### src/rtl/cordic_pkg.sv
// Shared types and fixed-point constants for the iterative rotation CORDIC.
// Constants are kept at high precision and rescaled to the datapath widths at elaboration.
package cordic_pkg;

  typedef enum logic [1:0] {IDLE, RUN, DONE} state_t;

  // CORDIC gain compensation 1/An for many iterations, Q1.30
  localparam longint CORDIC_K_Q = 64'sd652032874;
  localparam int     K_FRAC     = 30;

  // Angle constants, Q3.29
  localparam longint PI         = 64'sd1686629713;
  localparam longint HALF_PI    = 64'sd843314857;
  localparam int     ANGLE_FRAC = 29;

  localparam int     ATAN_FRAC  = 30;

  function automatic longint rescale(input longint v, input int from_frac, input int to_frac);
    if (to_frac >= from_frac) return v <<< (to_frac - from_frac);
    return (v + (64'sd1 <<< (from_frac - to_frac - 1))) >>> (from_frac - to_frac);
  endfunction

  // atan(2^-i) rounded to 'frac' fractional bits; beyond i=10 atan(2^-i) equals 2^-i at Q1.30
  function automatic longint ATAN_TABLE(input int i, input int frac);
    longint q30;
    case (i)
      0:       q30 = 64'sd843314857;
      1:       q30 = 64'sd497837830;
      2:       q30 = 64'sd263043837;
      3:       q30 = 64'sd133525159;
      4:       q30 = 64'sd67021687;
      5:       q30 = 64'sd33543516;
      6:       q30 = 64'sd16775851;
      7:       q30 = 64'sd8388437;
      8:       q30 = 64'sd4194283;
      9:       q30 = 64'sd2097149;
      10:      q30 = 64'sd1048576;
      default: q30 = (i > 10 && i <= 30) ? (64'sd1 <<< (30 - i)) : 64'sd0;
    endcase
    return rescale(q30, ATAN_FRAC, frac);
  endfunction

endpackage

### src/rtl/cordic_atan_rom.sv
// Combinational arctangent lookup: micro-rotation index -> atan(2^-idx) in the z-datapath format.
module cordic_atan_rom
  import cordic_pkg::*;
#(
  parameter int WIDTH = 16,
  parameter int GUARD = 2,
  parameter int ITERS = 16,
  localparam int IW = $clog2(ITERS + 2),
  localparam int ZW = WIDTH + GUARD
) (
  input  logic [IW-1:0]        idx,
  output logic signed [ZW-1:0] atan_val
);

  always_comb begin
    atan_val = ZW'(ATAN_TABLE(int'(idx), WIDTH - 3 + GUARD));
  end

endmodule

### src/rtl/cordic_rot_iter.sv
// Iterative rotation-mode CORDIC: one angle in, cos/sin out after ITERS micro-rotations plus a rounding cycle.
// Define CORDIC_QUAD_EXT_EN to accept the full +/-pi range via a quadrant pre-rotation cycle.
module cordic_rot_iter
  import cordic_pkg::*;
#(
  parameter int WIDTH = 16,
  parameter int ITERS = 16,
  parameter int GUARD = 2
) (
  input  logic             clk,
  input  logic             rst_in,
  input  logic             in_valid,
  output logic             in_ready,
  input  logic [WIDTH-1:0] angle_in,
  output logic             out_valid,
  input  logic             out_ready,
  output logic [WIDTH-1:0] cos_out,
  output logic [WIDTH-1:0] sin_out,
  output logic             busy
);

  localparam int XW = WIDTH + GUARD + 1;
  localparam int XF = WIDTH - 2 + GUARD;
  localparam int ZW = WIDTH + GUARD;
  localparam int ZF = WIDTH - 3 + GUARD;
  localparam int AF = WIDTH - 3;
  localparam int RW = XW + 1;
  localparam int CW = $clog2(ITERS + 2);

`ifdef CORDIC_QUAD_EXT_EN
  localparam int STEP_OFS = 1;
  localparam longint ANGLE_MAX = PI;
  localparam logic signed [ZW-1:0] PI_Z      = ZW'(rescale(PI, ANGLE_FRAC, ZF));
  localparam logic signed [ZW-1:0] HALF_PI_Z = ZW'(rescale(HALF_PI, ANGLE_FRAC, ZF));
`else
  localparam int STEP_OFS = 0;
  localparam longint ANGLE_MAX = HALF_PI;
`endif

  localparam logic [CW-1:0]          FINAL_CNT = CW'(ITERS + STEP_OFS);
  localparam logic signed [WIDTH-1:0] ANG_LIM  = WIDTH'(rescale(ANGLE_MAX, ANGLE_FRAC, AF));
  localparam logic signed [XW-1:0]   K_X       = XW'(rescale(CORDIC_K_Q, K_FRAC, XF));
  localparam logic signed [RW-1:0]   RND_HALF  = RW'((64'sd1 <<< GUARD) >>> 1);
  localparam logic signed [RW-1:0]   SAT_MAX   = RW'((64'sd1 <<< (WIDTH - 1)) - 1);

  state_t state_q, state_d;
  logic [CW-1:0]          cnt_q;
  logic signed [XW-1:0]   x_q, y_q;
  logic signed [ZW-1:0]   z_q;
  logic                   neg_q;
  logic [WIDTH-1:0]       cos_q, sin_q;

  logic signed [WIDTH-1:0] angle_sat;
  logic [CW-1:0]           step_idx;
  logic signed [ZW-1:0]    atan_val;
  logic signed [XW-1:0]    x_sh, y_sh;
  logic                    z_pos;

  // Symmetric saturation keeps -2^(WIDTH-1) out of the result range
  function automatic logic [WIDTH-1:0] round_sat(input logic signed [XW-1:0] v, input logic neg);
    logic signed [RW-1:0] t;
    t = neg ? -RW'(v) : RW'(v);
    t = (t + RND_HALF) >>> GUARD;
    if (t > SAT_MAX) t = SAT_MAX;
    else if (t < -SAT_MAX) t = -SAT_MAX;
    return t[WIDTH-1:0];
  endfunction

  always_comb begin
    angle_sat = $signed(angle_in);
    if ($signed(angle_in) > ANG_LIM) angle_sat = ANG_LIM;
    else if ($signed(angle_in) < -ANG_LIM) angle_sat = -ANG_LIM;
  end

  assign step_idx = cnt_q - CW'(STEP_OFS);
  assign x_sh     = x_q >>> step_idx;
  assign y_sh     = y_q >>> step_idx;
  assign z_pos    = ~z_q[ZW-1];

  cordic_atan_rom #(
    .WIDTH(WIDTH),
    .GUARD(GUARD),
    .ITERS(ITERS)
  ) u_atan_rom (
    .idx     (step_idx),
    .atan_val(atan_val)
  );

  always_ff @(posedge clk or negedge rst_in) begin
    if (!rst_in) state_q <= IDLE;
    else         state_q <= state_d;
  end

  always_comb begin
    state_d   = state_q;
    in_ready  = 1'b0;
    out_valid = 1'b0;
    busy      = 1'b0;
    case (state_q)
      IDLE: begin
        in_ready = 1'b1;
        if (in_valid) state_d = RUN;
      end
      RUN: begin
        busy = 1'b1;
        if (cnt_q == FINAL_CNT) state_d = DONE;
      end
      DONE: begin
        out_valid = 1'b1;
        if (out_ready) state_d = IDLE;
      end
      default: state_d = IDLE;
    endcase
  end

  // The final RUN cycle rounds into the output registers, which then hold through DONE
  always_ff @(posedge clk or negedge rst_in) begin
    if (!rst_in) begin
      cnt_q <= '0;
      x_q   <= '0;
      y_q   <= '0;
      z_q   <= '0;
      neg_q <= 1'b0;
      cos_q <= '0;
      sin_q <= '0;
    end else begin
      case (state_q)
        IDLE: begin
          if (in_valid) begin
            x_q   <= K_X;
            y_q   <= '0;
            z_q   <= ZW'(angle_sat) <<< GUARD;
            cnt_q <= '0;
            neg_q <= 1'b0;
          end
        end
        RUN: begin
          cnt_q <= cnt_q + 1'b1;
          if (cnt_q == FINAL_CNT) begin
            cos_q <= round_sat(x_q, neg_q);
            sin_q <= round_sat(y_q, neg_q);
          end
`ifdef CORDIC_QUAD_EXT_EN
          else if (cnt_q == '0) begin
            if (z_q > HALF_PI_Z) begin
              z_q   <= z_q - PI_Z;
              neg_q <= 1'b1;
            end else if (z_q < -HALF_PI_Z) begin
              z_q   <= z_q + PI_Z;
              neg_q <= 1'b1;
            end
          end
`endif
          else begin
            x_q <= z_pos ? (x_q - y_sh) : (x_q + y_sh);
            y_q <= z_pos ? (y_q + x_sh) : (y_q - x_sh);
            z_q <= z_pos ? (z_q - atan_val) : (z_q + atan_val);
          end
        end
        default: ;
      endcase
    end
  end

  assign cos_out = cos_q;
  assign sin_out = sin_q;

endmodule

### config.mk
export PLATFORM = sky130hd
export DESIGN_NAME = cordic_rot_iter
export DESIGN_NICKNAME = d
export VERILOG_FILES = /design/src/rtl/cordic_pkg.sv /design/src/rtl/cordic_atan_rom.sv /design/src/rtl/cordic_rot_iter.sv
export SDC_FILE = /design/constraint.sdc
export NUM_CORES = 1
export LEC_CHECK = 0
export ABC_AREA = 1
export CAP_MARGIN = 20
export CORE_MARGIN = 2
export CORE_UTILIZATION = 41
export CTS_CLUSTER_DIAMETER = 30
export DETAILED_ROUTE_END_ITERATION = 6
export MAX_ROUTING_LAYER = met4
export PLACE_DENSITY = 0.66
export SLEW_MARGIN = 30
export SYNTH_ARGS = -nofsm -noshare
export SYNTH_HDL_FRONTEND = slang
export SYNTH_SLANG_ARGS = --single-unit
### constraint.sdc
create_clock -name clk -period 10.04 [get_ports clk]
set_clock_uncertainty 0.1 [all_clocks]
set_input_delay 2.008 -clock clk [delete_from_list [all_inputs] [get_ports clk]]
set_output_delay 2.008 -clock clk [all_outputs]
set_load 0.005 [all_outputs]
==> flow_metrics.tcl, run 1 <==
set metrics [dict create \
    start_util 0.417 \
    numClockSinks 95 \
    setup_viol 0 \
    cts.reportedPaths.clkPinSlew_ns 0.08 \
    worstHoldPathType "flip-flop to flip-flop" \
    drtIter0Drc 828 \
    core_region_area_um2 27000 \
    grt_antenna_before_repair 0 \
    hold_violations 0 \
    htreeDepth 3 \
    min_period_over_period 0.610 \
    grt_pass1_vias 10900 \
    post_cts_resized 0 \
    die_w_um 169 \
    drtPass1Iterations 6 \
    path_buf_inv 6 \
    critPathMaxStageDelay_ns 0.53 \
    portBuffers 54 \
    tns_ns 0 \
    synth_area_per_cell_um2 6.46 \
    vias_per_cell 5.48 \
    dp.cells 2083 \
    worstSetupPathType "flip-flop to flip-flop" \
    grt_overflow_total 0 \
    crit_family "simple AND/OR/NAND/NOR gates" \
    fillerInstances 2827 \
    antenna_cells 0 \
    cts_tree "done" \
    cts_buffer_depth 2 \
    fin_crit_ns 6.13 \
    placementRows 60 \
    drv_slew 0 \
    synth_flop_cell "dfrtp_1" \
    grtUsageTotal 0.246 \
    post_cts.repair.setup_buffers 0 \
    cp-start-kind "flip-flop" \
    hold_buffers 0 \
    crit_slowest_cell "buf_4" \
    rsz0062_at_grt "false" \
    worstPathArrival_ns 6.29 \
    route.antenna.remaining_nets 0 \
    dieArea_um2 28700 \
    max_cap_viol_count 0 \
    cp-end-kind "flip-flop" \
    dp_hpwl_um 26300 \
    outcome "finished, final reports clean" \
    ys_seq_area_frac 0.212 \
    cts_inserted_buffers 9 \
    fin_cells 2099 \
    yosys_register_bits 95 \
    root_buffer "clkbuf_16" \
    ys_async_sr_fraction 1.00 \
    drive_above_1_share 0.0711 \
    path_common_cell "nand2_1" \
    synth_warnings 0 \
    vias 11500 \
    max_freq_mhz 163 \
    worstMarginPinSlew_ns 0.911 \
    die_y_um 169 \
    synth_cells 1739 \
    syn_nets 1828 \
    required_ns 10.20 \
    grt_max_degree 77 \
    clock_latency_ns 0.37 \
    syn2layout_area_growth_pct 9.13 \
    synth_edf_count 0 \
    io_pins 55 \
    syn-cell-area_um2 11200 \
    wire_per_inst_um 16.2 \
    drc 0 \
    gp_congestion 0.944 \
    max_slew_margin 0.392 \
    wl_um 34100 \
    yosysUniqueCellTypes 61 \
    grt_first_pass_wirelength_um 55500 \
    nets 1842 \
    critPathMaxFanout 76 \
]
==> area by class of cell <==
cell class              instances  area, um^2  area share
multi-input cells            1360        7710       0.629
inverters                     223         847      0.0691
clock buffers                   9         225      0.0184
repair buffers                 64         613      0.0500
flip-flops and latches         95        2380       0.194
well taps                     341         427      0.0348
clock inverters                 7        55.1     0.00449
==> synth_stat cells (20+ instances only) <==
library cell  number  area share
nand2_1          395        0.13
inv_1            208       0.070
o21ai_0          185       0.082
nor2_1           141       0.047
a21oi_1          111       0.049
dfrtp_1           95        0.21
nand3_1           91       0.041
ha_1              66       0.074
xor2_1            61       0.048
clkbuf_1          34       0.011
o22ai_1           34       0.019
nor3_1            21      0.0094
a31oi_1           20       0.011
nand2_2           20       0.011
==> placed cells by master (no fill, tap or decap), types with 15 or more instances in the layout <==
cell | netlist | final
inv_1 | 208 | 208
nand2_2 | 20 | 21
nand4_1 | 18 | 18
a21oi_1 | 111 | 111
nor2_1 | 141 | 140
nor3_1 | 21 | 21
o211ai_1 | 16 | 16
o22ai_1 | 34 | 34
ha_1 | 66 | 66
nor2_2 | 14 | 15
o21ai_1 | 18 | 18
xnor2_1 | 15 | 15
clkdlybuf4s50_1 | 0 | 53
o21ai_0 | 185 | 185
a31oi_1 | 20 | 20
dfrtp_1 | 95 | 93
nand3_1 | 91 | 91
xor2_1 | 61 | 61
nand2_1 | 395 | 394
==> worst reg2reg max path: cells and delay by family (launching register included) <==
kind	cells	cell delay (ns)
adders and majority gates	4	1.13
buffers and inverters	6	1.20
DFF	1	0.34
xor gates and xnor gates	2	0.31
and+or+nand+nor	16	1.59
AOI/OAI and AO/OA	6	1.36
==> kinds of logic (layout without fill, tap and decap cells) <==
kind of cell / count (synthesis) / in the layout / share of synthesized area
AND/OR/NAND/NOR: 757 / 757 / 0.310
AO/OA/AOI/OAI: 444 / 444 / 0.224
buffers and inverters: 284 / 303 / 0.102
flip-flops: 95 / 95 / 0.212
XOR/XNOR: 77 / 77 / 0.0617
adder cells (fa/ha/maj): 69 / 69 / 0.0789
multiplexers: 13 / 13 / 0.0116
==> routing by layer <==
metal,part of all wire,track usage
met5,0,-
met2,0.47,0.408
met3,0.045,0.0289
met1,0.46,0.316
met4,0.024,0.0747
==> worst paths after layout <==
kind / slack [ns] / endpoint / cells after the start / start
worst max-delay path: 3.91 / z_q[14] / 34 / cnt_q[0]
worst min-delay path: 0.39 / sin_out[6] / 2 / sin_out[6]
worst max register to register: 3.91 / z_q[14] / 34 / cnt_q[0]
worst min register to register: 0.39 / sin_out[6] / 2 / sin_out[6]
max in group asynchronous: 7.12 / cnt_q[1] / 2 / rst_in
min in group asynchronous: 1.59 / x_q[18] / 1 / rst_in
==> stage by stage <==
stage / instance area (um^2) / worst slack (ns) / utilization / hold WS [ns]
floorplan: 11200 / 4.92 / - / 0.356
global placement: 12000 / 4.12 / 0.444 / 0.364
detailed placement: 12000 / 3.96 / 0.444 / 0.378
CTS: 12300 / 3.91 / 0.455 / 0.395
global route: 12300 / 3.19 / 0.455 / 0.406
finish: 12300 / 3.91 / 0.455 / 0.393
==> sequential cells by signal (all words and copies together), names as in the netlist <==
signal,flops
cnt_q,5
y_q,19
x_q,19
state_q,2
z_q,18
sin_out,16
cos_out,16
Power of run 1 is not shown: default switching activity piles up to over one toggle a cycle in this logic, so the estimate is an artifact.
==> run 2: changes to the inputs <==
--- a/config.mk
+++ b/config.mk
@@ -12,7 +12,7 @@
 export CTS_CLUSTER_DIAMETER = 30
 export DETAILED_ROUTE_END_ITERATION = 6
 export MAX_ROUTING_LAYER = met4
-export PLACE_DENSITY = 0.66
+export PLACE_DENSITY = 0.68
 export SLEW_MARGIN = 30
 export SYNTH_ARGS = -nofsm -noshare
 export SYNTH_HDL_FRONTEND = slang
==> constraint.sdc (replaced) <==
create_clock -name clk -period 5.2 [get_ports clk]
set_clock_uncertainty 0.1 [all_clocks]
set_input_delay 1.04 -clock clk [delete_from_list [all_inputs] [get_ports clk]]
set_output_delay 1.04 -clock clk [all_outputs]
set_load 0.005 [all_outputs]
==> run 2 against run 1 <==
Compared with the run above: first-iteration DRC count up 9.2%; critical path depth up 3; maximum frequency up 26%; worst hold slack worse by 0.0042 ns; setup slack worse by 3.6 ns; routed wire length about the same; final cell count up 1.9%; die area unchanged; clock-buffer cell count unchanged; non-clock buffer count up 39; sequential cell count unchanged; highest routed layer unchanged.
==> flow_metrics.tcl, run 2 (synthesis results as in run 1) <==
set metrics [dict create \
    outcome "finished, final reports clean" \
    rsz0062_at_grt "true" \
    grt_max_degree 61 \
    fin_crit_ns 4.85 \
    grt_pass1_vias 10900 \
    drc 0 \
    min_period_over_period 0.933 \
    critPathMaxFanout 7 \
    crit_slowest_cell "dfrtp_2" \
    hold_buffers 0 \
    die_y_um 169 \
    worstSetupPathType "flip-flop to flip-flop" \
    placementRows 60 \
    drtIter0Drc 904 \
    grt_overflow_total 0 \
    cp-start-kind "flip-flop" \
    cts_tree "done" \
    wl_um 34100 \
    dieArea_um2 28700 \
    drive_above_1_share 0.106 \
    setup_viol 0 \
    cts_buffer_depth 2 \
    grt_first_pass_wirelength_um 55700 \
    crit_start "cnt_q[0]" \
    die_w_um 169 \
    final_common_cell "nand2_1" \
    worstMarginPinSlew_ns 0.895 \
    hold_violations 0 \
    critPathMaxStageDelay_ns 0.52 \
    worstPathArrival_ns 5.04 \
    max_cap_viol_count 0 \
    cts.reportedPaths.clkPinSlew_ns 0.07 \
    syn2layout_area_growth_pct 13.8 \
    vias 11800 \
    final_cell_mix "nand2_1, inv_1, o21ai_0, nor2_1, a21oi_1" \
    numClockSinks 95 \
    setup_slack_ns 0.351 \
    drv_slew 0 \
    cts_inserted_buffers 9 \
    vias_per_cell 5.53 \
    regToRegSetupSlack_ns 0.35 \
    max_freq_mhz 206 \
    worstHoldPathType "flip-flop to flip-flop" \
    regToRegEndpoint "z_q[13]" \
    worstReg2RegStart "cnt_q[0]" \
    gp_congestion 0.980 \
    r2r_cells 37 \
    htreeDepth 3 \
    whs_ns 0.389 \
    path_common_cell "nand2_1" \
    drtPass1Iterations 5 \
    core_region_area_um2 27000 \
    root_buffer "clkbuf_16" \
    critPathCapture "z_q[13]" \
    clock_latency_ns 0.38 \
    io_pins 55 \
    cp-end-kind "flip-flop" \
    wire_per_inst_um 15.9 \
    max_slew_margin 0.403 \
    nets 1881 \
    place_ws_ns 0.112 \
    grt_antenna_before_repair 0 \
    portBuffers 54 \
    fin_util 0.474 \
    hold_start "sin_out[6]" \
    dp_hpwl_um 26500 \
    reg.largest.list "x_q x19, y_q x19, z_q x18" \
    required_ns 5.39 \
    start_util 0.417 \
    route.antenna.remaining_nets 0 \
    grtUsageTotal 0.246 \
]
==> run 2: worst min-delay path by stage <==
| stage | to | cells past startpoint |
|---|---|---|
| finish | sin_out[6] | 2 |
| global route | sin_out[15] | 2 |
| CTS | sin_out[6] | 2 |
| detailed placement | sin_out[6] | 2 |
| global placement | sin_out[15] | 2 |
| floorplan | z_q[14] | 2 |
==> run 2: critical path: cells and delay by family (launching register included) <==
family	cells	cell delay [ns]
AND/OR/NAND/NOR	21	2.11
adder cells (fa/ha/maj)	4	0.89
flip-flops	1	0.52
buffers and inverters	7	0.48
AO/OA/AOI/OAI	3	0.41
XOR/XNOR	2	0.25
==> run 2: final cells by class <==
type                    count  area [um^2]
clock inverters             7         73.8
multi-input cells        1360         7830
repair buffers            103          993
fillers                  2749        14200
inverters                 223          847
clock buffers               9          225
well taps                 341          427
flip-flops and latches     95         2380
diodes                      1         2.50
==> run 2: timing repair <==
| action | 4_1_cts | 5_1_grt |
|---|---|---|
| resized for setup | 0 | 63 |
| setup endpoints to repair | 0 | 19 |
| setup buffers | 0 | 3 |
==> run 2: stage by stage <==
stage | cell area [um^2] | cells | setup TNS (ns)
2_1_floorplan | 11200 | 1739 | 0
3_3_place_gp | 12200 | 2116 | 0
3_5_place_dp | 12200 | 2116 | 0
4_1_cts | 12500 | 2132 | 0
5_1_grt | 12800 | 2138 | -0.402
6_report | 12800 | 2139 | 0
==> run 2: routing by layer <==
layer,GRT usage,share of wire,vias to the layer above
met3,0.0271,0.057,46
li1,-,-,5911
met4,0.0587,0.018,0
met5,-,0,-
met1,0.344,0.48,5500
met2,0.383,0.44,376
Power of run 2 is left out for the same reason.
==> run 3: changes to the inputs <==
--- a/config.mk
+++ b/config.mk
@@ -11,8 +11,10 @@
 export CORE_UTILIZATION = 41
 export CTS_CLUSTER_DIAMETER = 30
 export DETAILED_ROUTE_END_ITERATION = 6
+export GPL_ROUTABILITY_DRIVEN = 0
 export MAX_ROUTING_LAYER = met4
-export PLACE_DENSITY = 0.68
+export PLACE_DENSITY = 0.63
+export RECOVER_POWER = 25
 export SLEW_MARGIN = 30
 export SYNTH_ARGS = -nofsm -noshare
 export SYNTH_HDL_FRONTEND = slang
==> run 3 against run 2 <==
Compared with the run above: cell area fell by 0.71%; setup slack improved by 0.0037 ns; critical path depth fell by 4; final cell count fell by 0.14%; clock-buffer cell count rose by 1; the run now ends with DRC, capacitance limit, slew limit left; core utilization fell by 0.33 points; worst hold slack barely moved; largest cell class unchanged; sequential cell count did not move.
==> flow_metrics.tcl, run 3 (synthesis results as in run 1) <==
set metrics [dict create \
    required_ns 5.35 \
    fillerInstances 2787 \
    numClockSinks 95 \
    portBuffers 54 \
    critPathMaxFanout 7 \
    drc 2 \
    nets 1879 \
    drv_slew 64 \
    grt_max_degree 64 \
    hold_violations 0 \
    worstSetupPathType "flip-flop to flip-flop" \
    fin_crit_ns 4.85 \
    placementRows 60 \
    min_period_over_period 0.932 \
    grt_first_pass_wirelength_um 54700 \
    drive_above_1_share 0.0997 \
    max_cap_viol_count 1 \
    wire_per_inst_um 15.6 \
    worstReg2RegStart "cnt_q[0]" \
    final_common_cell "nand2_1" \
    die_y_um 169 \
    seqCellArea_um2 2380 \
    cts_tree "done" \
    io_pins 55 \
    reg.largest.list "x_q x19, y_q x19, z_q x18" \
    grt_overflow_total 0 \
    crit_slowest_cell "dfrtp_2" \
    grtUsageTotal 0.241 \
    clock_latency_ns 0.38 \
    worstMarginPinSlew_ns 3.60 \
    final_cell_mix "nand2_1, inv_1, o21ai_0, nor2_1, a21oi_1" \
    root_buffer "clkbuf_16" \
    tns_ns 0 \
    dp_hpwl_um 26000 \
    grt_pass1_vias 11000 \
    violations "DRC, capacitance limit, slew limit" \
    cts.reportedPaths.clkPinSlew_ns 0.08 \
    wl_um 33200 \
    fin_util 0.471 \
    grt_antenna_before_repair 0 \
    syn2layout_area_growth_pct 13.0 \
    cts_inserted_buffers 9 \
    whs_ns 0.389 \
    crit_start "cnt_q[0]" \
    critPathMaxStageDelay_ns 0.42 \
    htreeDepth 3 \
    outcome "finished with violations" \
    antenna_cells 0 \
    vias 11700 \
    drtPass1Iterations 7 \
    cts_buffer_depth 2 \
    multiInputGateArea_um2 7830 \
    route.antenna.remaining_nets 0 \
    core_region_area_um2 27000 \
    worstHoldPathType "flip-flop to flip-flop" \
    cp-end-kind "flip-flop" \
    max_slew_margin -1.40 \
    cp-start-kind "flip-flop" \
    dieArea_um2 28700 \
    setup_viol 0 \
    worstPathArrival_ns 5.00 \
    drtIter0Drc 898 \
    hold_start "sin_out[15]" \
    max_freq_mhz 206 \
    vias_per_cell 5.46 \
    die_w_um 169 \
    start_util 0.417 \
    path_common_cell "nand2_1" \
]
==> run 3: stage by stage <==
| stage | area (um^2) | worst slack [ns] | cells |
|---|---|---|---|
| after floorplan | 11200 | 0.0765 | 1739 |
| after global placement | 12200 | 0.228 | 2118 |
| after detailed placement | 12200 | 0.0824 | 2118 |
| after CTS | 12600 | 0.0434 | 2134 |
| after global routing | 12700 | -0.0543 | 2136 |
| final | 12700 | 0.354 | 2136 |
==> run 3: final cells by class <==
type | count | area share
clock buffer | 10 | 0.0180
tap | 341 | 0.0336
multi-input combinational | 1360 | 0.617
clock inverter | 6 | 0.00582
timing repair buffer | 101 | 0.0712
inverter | 223 | 0.0668
sequential | 95 | 0.188
==> run 3: what timing repair did <==
| action | 4_1_cts | 5_1_grt |
|---|---|---|
| endpoints found under the hold margin | 0 | 0 |
| setup buffers | 0 | 2 |
| gates resized for setup | 0 | 44 |
| endpoints found under the setup margin | 0 | 15 |
| hold buffers | 0 | 0 |
==> run 3: routing by layer <==
metal,up-vias,global-route usage,part of all wire
met5,-,-,0
met3,50,0.0233,0.047
met1,5369,0.326,0.48
met2,351,0.383,0.45
li1,5902,-,-
met4,0,0.0691,0.022
==> run 3: final timing paths <==
kind,to,slack (ns),cells after the start
max in group asynchronous,cnt_q[0],0.89,1
max reg2reg,z_q[17],0.35,33
min reg2reg,sin_out[15],0.39,2
min,sin_out[15],0.39,2
min in group asynchronous,sin_out[15],1.80,1
max,z_q[17],0.35,33
==> run 3: critical path: cells and delay by family (launching register included) <==
family                     cells  cell delay [ns]
AOI/OAI and AO/OA              4             0.65
xor gates and xnor gates       1             0.17
DFF                            1             0.42
adders and majority gates      4             0.88
buffers and inverters          5             0.48
and+or+nand+nor               19             2.03
Power of run 3 is left out for the same reason.
